===== src/rtl/mem_bus_arbiter.sv =====
// Round-robin arbiter that lets NCACHE caches share one memory port.
// The current bus owner's snoop_out is broadcast to every other cache.
module mem_bus_arbiter #(
    parameter int NCACHE  = 4,
    parameter int TIMEOUT = 64
) (
    input  logic                      clk,
    input  logic                      reset,
    input  logic [NCACHE-1:0]         c_cs,
    input  logic [NCACHE-1:0]         c_rd,
    input  logic [NCACHE-1:0]         c_wr,
    input  logic [NCACHE-1:0]         c_snoop_out,
    output logic [NCACHE-1:0]         c_ready,
    output logic [NCACHE-1:0]         c_snoop_in,
    output logic [NCACHE-1:0]         gnt,
    input  logic                      mem_ready,
    output logic                      mem_cs,
    output logic                      mem_rd,
    output logic                      mem_wr,
    output logic [$clog2(NCACHE)-1:0] owner,
    output logic                      err
);
    localparam int OW = $clog2(NCACHE);
    localparam int CW = $clog2(TIMEOUT);

    typedef enum logic [1:0] {
        IDLE    = 2'd0,
        GRANT   = 2'd1,
        MEM     = 2'd2,
        RELEASE = 2'd3
    } state_t;

    state_t            state_q;
    logic [OW-1:0]     rr_ptr_q;
    logic [OW-1:0]     owner_q;
    logic [CW-1:0]     cnt_q;
    logic [NCACHE-1:0] gnt_q;
    logic [NCACHE-1:0] c_ready_q;
    logic              mem_cs_q;
    logic              mem_rd_q;
    logic              mem_wr_q;
    logic              err_q;

    logic [OW-1:0]     sel_s;
    logic              found_s;
    int                idx_s;
    logic              own_cs_s;
    logic              own_rd_s;
    logic              own_wr_s;

    function automatic logic [OW-1:0] next_idx(input logic [OW-1:0] idx);
        if (idx == OW'(NCACHE - 1)) begin
            next_idx = '0;
        end else begin
            next_idx = idx + OW'(1);
        end
    endfunction

    assign own_cs_s = c_cs[owner_q];
    assign own_rd_s = c_rd[owner_q];
    assign own_wr_s = c_wr[owner_q];

    // Round-robin pick: first requester at or after rr_ptr, wrapping.
    always_comb begin
        sel_s   = '0;
        found_s = 1'b0;
        idx_s   = 0;
        for (int i = 0; i < NCACHE; i++) begin
            idx_s = int'(rr_ptr_q) + i;
            if (idx_s >= NCACHE) begin
                idx_s = idx_s - NCACHE;
            end else begin
                idx_s = idx_s;
            end
            if (!found_s && c_cs[idx_s]) begin
                found_s = 1'b1;
                sel_s   = OW'(idx_s);
            end else begin
                found_s = found_s;
            end
        end
    end

    // Snoop broadcast from the owner to every other cache.
    always_comb begin
        c_snoop_in = '0;
        if (gnt_q != '0) begin
            for (int j = 0; j < NCACHE; j++) begin
                if (OW'(j) != owner_q) begin
                    c_snoop_in[j] = c_snoop_out[owner_q];
                end else begin
                    c_snoop_in[j] = 1'b0;
                end
            end
        end else begin
            c_snoop_in = '0;
        end
    end

    // Bus ownership FSM with registered grant, memory and status outputs.
    always_ff @(posedge clk) begin
        if (reset) begin
            state_q   <= IDLE;
            rr_ptr_q  <= '0;
            owner_q   <= '0;
            cnt_q     <= '0;
            gnt_q     <= '0;
            c_ready_q <= '0;
            mem_cs_q  <= 1'b0;
            mem_rd_q  <= 1'b0;
            mem_wr_q  <= 1'b0;
            err_q     <= 1'b0;
        end else begin
            c_ready_q <= '0;
            err_q     <= 1'b0;
            case (state_q)
                IDLE: begin
                    if (found_s) begin
                        gnt_q   <= {{(NCACHE-1){1'b0}}, 1'b1} << sel_s;
                        owner_q <= sel_s;
                        state_q <= GRANT;
                    end
                end
                GRANT: begin
                    if (!own_cs_s) begin
                        gnt_q    <= '0;
                        rr_ptr_q <= next_idx(owner_q);
                        state_q  <= IDLE;
                    end else if (own_rd_s ^ own_wr_s) begin
                        mem_cs_q <= 1'b1;
                        mem_rd_q <= own_rd_s;
                        mem_wr_q <= own_wr_s;
                        cnt_q    <= '0;
                        state_q  <= MEM;
                    end else if (own_rd_s && own_wr_s) begin
                        err_q   <= 1'b1;
                        state_q <= RELEASE;
                    end else begin
                        state_q <= RELEASE;
                    end
                end
                MEM: begin
                    // A dropped request wins over a same-cycle completion.
                    if (!own_cs_s) begin
                        mem_cs_q <= 1'b0;
                        mem_rd_q <= 1'b0;
                        mem_wr_q <= 1'b0;
                        gnt_q    <= '0;
                        rr_ptr_q <= next_idx(owner_q);
                        state_q  <= IDLE;
                    end else if (mem_ready) begin
                        c_ready_q <= gnt_q;
                        mem_cs_q  <= 1'b0;
                        mem_rd_q  <= 1'b0;
                        mem_wr_q  <= 1'b0;
                        state_q   <= RELEASE;
                    end else if (cnt_q == CW'(TIMEOUT - 1)) begin
                        err_q    <= 1'b1;
                        mem_cs_q <= 1'b0;
                        mem_rd_q <= 1'b0;
                        mem_wr_q <= 1'b0;
                        state_q  <= RELEASE;
                    end else begin
                        cnt_q <= cnt_q + CW'(1);
                    end
                end
                RELEASE: begin
                    if (!own_cs_s) begin
                        gnt_q    <= '0;
                        rr_ptr_q <= next_idx(owner_q);
                        state_q  <= IDLE;
                    end
                end
                default: begin
                    gnt_q    <= '0;
                    mem_cs_q <= 1'b0;
                    mem_rd_q <= 1'b0;
                    mem_wr_q <= 1'b0;
                    state_q  <= IDLE;
                end
            endcase
        end
    end

    assign gnt     = gnt_q;
    assign c_ready = c_ready_q;
    assign mem_cs  = mem_cs_q;
    assign mem_rd  = mem_rd_q;
    assign mem_wr  = mem_wr_q;
    assign owner   = owner_q;
    assign err     = err_q;

endmodule

===== config.mk =====
export PLATFORM = sky130hd
export DESIGN_NAME = mem_bus_arbiter
export DESIGN_NICKNAME = d
export VERILOG_FILES = /design/src/rtl/mem_bus_arbiter.sv
export SDC_FILE = /design/constraint.sdc
export NUM_CORES = 1
export LEC_CHECK = 0
export ABC_AREA = 1
export CAP_MARGIN = 30
export CORE_MARGIN = 5
export CORE_UTILIZATION = 30
export CTS_CLUSTER_SIZE = 10
export DETAILED_ROUTE_END_ITERATION = 6
export GPL_ROUTABILITY_DRIVEN = 0
export PLACE_DENSITY = 0.48
export SKIP_CTS_REPAIR_TIMING = 1
export SLEW_MARGIN = 10
export SYNTH_ARGS = -nofsm -noshare
export SYNTH_HDL_FRONTEND = slang
export SYNTH_SLANG_ARGS = --single-unit

===== constraint.sdc =====
create_clock -name clk -period 3.6 [get_ports clk]
set_input_delay 0.54 -clock clk [delete_from_list [all_inputs] [get_ports clk]]
set_output_delay 0.54 -clock clk [all_outputs]
set_load 0.05 [all_outputs]

==> qor.csv <==
stage,metric,value,unit
run_status,outcome,completed,
power,seq_power_share,23.4,%
worst_setup_path,path_cells,clkdlybuf4s50_1 > a21oi_1 > a221o_1 > nor2_1 > clkdlybuf4s50_1,
clock_network,clkTransAtPathRegs,0.08,ns
sta,clock_skew,0.005290,ns
grt,grt_pass1_vias,1442,
die,fp.dieW,85.95,um
drt,vias,1625,
power,vdd.ir_drop.worst,392.1,uV
sta,post-route-period-util,81.60,%
drt,drc_errors,0,
final_layout,area.growth.synth_to_final,25.67,%
final_layout,antennaDiodeCount,0,
power,clkPwrFrac,9.0,%
worst_setup_path,critical-path-slowest-cell,clkdlybuf4s50_1,
sta,min_period,2.938,ns
worst_setup_path,worstPathRequired,3.06,ns
worst_setup_path,crit_type,input port to primary output,
worst_setup_path,start_kind,input port,
sta,slew-limit-headroom,61.38,%
synth,synth.distinct_cells,36,
synth,synthTopCellsByCount,"52 x nand2_1, 24 x dfxtp_1, 24 x inv_1, 24 x nor2_1, 20 x a21oi_1",
clock_network,htree_levels,1,
synth,synth_area_leaders,"dfxtp_1 28%, nand2_1 11%, ha_1 7.2%, a21oi_1 5.8%, nand3_1 5.5%",
clock_network,numCtsBuffers,3,
synth,syn_inst,246,
grt,track_usage,11.01,%
clock_network,cts_tree,built,
die,die_area,0.007387,mm^2
power,p_int,0.8027,mW
synth,ys_async_sr_fraction,0,%
power,switching_power,0.9539,mW
synth,yosys.area.top_type_share,27.77,%
die,dieHeight,85.95,um
die,ios,37,
worst_setup_path,path_buf_inv,2,
drt,drt_first_iter_violations,80,
final_layout,drive_above_1_share,14.64,%
grt,antenna_found_initial,0,
worst_hold_path,min_path_type,flop to flop,
worst_setup_path,crit_path_end_kind,primary output,
power,combPwrFrac,67.6,%
drt,routed_wl,4007,um
drt,wire_per_inst,11.38,um
synth,synth_edf_count,0,
drt,dr.pass1.iters,4,
die,fp-row-count,27,
synth,seq_area_frac_synth,27.77,%
worst_setup_path,crit_family,buffers and inverters,
final_layout,fin_area,0.002175,mm^2
clock_network,cts_buffer_depth,2,
power,p_leak,0.9538,nW
synth,syn_area_per_cell,7.034,um^2
worst_setup_path,cp_slowest_stage_delay,0.80,ns
sta,worst_slack,0.6624,ns
synth,synth_nets,275,
power,cellPowerDensity,807.8,mW/mm^2
worst_setup_path,path_common_cell,clkdlybuf4s50_1,
sta,tightest_slew,0.5740,ns
synth,dominantRegCellSynth,dfxtp_1,
die,core-area,0.005540,mm^2
synth,synth_seq_cells,24,
grt,grt_pass1_wl,6596,um
clock_network,clock-sinks,24,
place,place_ws,0.6394,ns
worst_setup_path,arrival,2.40,ns
clock_network,clk_latency,0.26,ns
sta,slew_violations,0,
final_layout,nets,311,
drt,viasPerCell,4.616,
sta,clock.fmax,340.4,MHz
place,dp_hpwl,3212,um
power,p_sw_share,54.30,%
synth,yosysWarnings,0,
grt,grt_max_degree,15,
synth,synth_top_cell_by_area,dfxtp_1,
synth,synth_most_common_cell,nand2_1,
grt,grt_overflow_total,0,
place,placedInstanceArea,0.002133,mm^2
job,maxCapViolations,0,
drt,ant_nets,0,
place,port_buffers,36,
sta,finalSetupViolCount,0,
clock_network,clockRootBuffer,clkbuf_8,
die,start_util,31.23,%
worst_setup_path,crit_path_max_fanout,4,
sta,hold_viol,0,
sta,rsz0062_at_grt,no,
synth,syn_area,0.001730,mm^2
power,power,1.757,mW
sta,totalNegativeSetupSlack,0,ns
worst paths after layout:
path	startpoint	endpoint	slack, ns	cells past startpoint
worst min-delay path	gnt[3]	c_ready[3]	0.46	2
worst max-delay path	c_snoop_out[1]	c_snoop_in[1]	0.66	5
worst min register to register	gnt[3]	c_ready[3]	0.46	2
worst max register to register	owner[0]	cnt_q[2]	1.22	11
state kept, by name (all words and copies together), names as in the netlist:
| signal | count |
|---|---|
| cnt_q | 6 |
| c_ready | 4 |
| gnt | 4 |
| owner | 2 |
| rr_ptr_q | 2 |
| state_q | 2 |
| err | 1 |
| mem_cs | 1 |
| mem_rd | 1 |
| mem_wr | 1 |
cells in the final DEF (no fill, tap or decap), drive strengths merged:
cell type | netlist | layout
a21oi | 21 | 21
a221o | 1 | 1
a22oi | 1 | 1
a31oi | 2 | 2
clkbuf | 1 | 3
clkdlybuf4s50 | 0 | 36
dfxtp | 24 | 24
ha | 10 | 10
inv | 30 | 30
nand2 | 70 | 70
nand3 | 21 | 21
nand3b | 4 | 4
nand4 | 3 | 3
nor2 | 29 | 29
nor3 | 1 | 1
nor4 | 2 | 2
o211a | 1 | 1
o211ai | 2 | 2
o21ai | 16 | 16
o22ai | 2 | 2
xnor2 | 1 | 1
power by group through the flow:
stage                     combinational, mW  clock, mW  sequential [mW]
final                                  1.19      0.158            0.411
after global routing                   1.32      0.176            0.425
after CTS                              1.20      0.163            0.412
after detailed placement               1.20          0            0.418
after global placement                 1.20          0            0.419
after floorplan                       0.827          0            0.514
metrics by stage:
stage               std cells  hold WS, ns  utilization (%)
floorplan                 246       0.4592                -
global placement          349       0.4597            38.51
detailed placement        349       0.4590            38.51
CTS                       352       0.4709            39.25
global route              352       0.4939            39.25
finish                    352       0.4626            39.25
worst reg2reg max path, cell delays in order, from the launching register on:
cell and delay, ns:
dfxtp_1 0.63, inv_2 0.18, o21ai_0 0.19, o22ai_1 0.14, ha_1 0.30, inv_1 0.05
o21ai_2 0.18, nand2_1 0.14, nor2_2 0.18, nor2_1 0.10, o21ai_0 0.12, nor2_1 0.06
per-layer routing:
metal / wire (um) / vias up / part of all wire, % / global-route usage, %
met2: 1664 / 32 / 42 / 16.68
met5: 0 / - / 0 / 0
met4: 13 / 0 / 0.32 / 1.295
met3: 240 / 2 / 6.0 / 3.650
met1: 2089 / 714 / 52 / 15.55
li1: - / 877 / - / -
area by class of cell:
| class | instances | area [um^2] |
|---|---|---|
| fillers | 600 | 3366 |
| multi-input cells | 187 | 1090 |
| flip-flops and latches | 24 | 480.5 |
| repair buffers | 36 | 360.3 |
| inverters | 30 | 112.6 |
| well taps | 72 | 90.09 |
| clock buffers | 3 | 41.29 |
cell families after synthesis:
| family | Yosys count | share of synthesized area (%) |
|---|---|---|
| and+or+nand+nor | 130 | 38.83 |
| adders and majority gates | 10 | 7.231 |
| AOI/OAI and AO/OA | 46 | 16.41 |
| DFF | 24 | 27.77 |
| xor gates and xnor gates | 1 | 0.5062 |
| buffers and inverters | 35 | 9.255 |
Power figures use the tool's default switching activity.
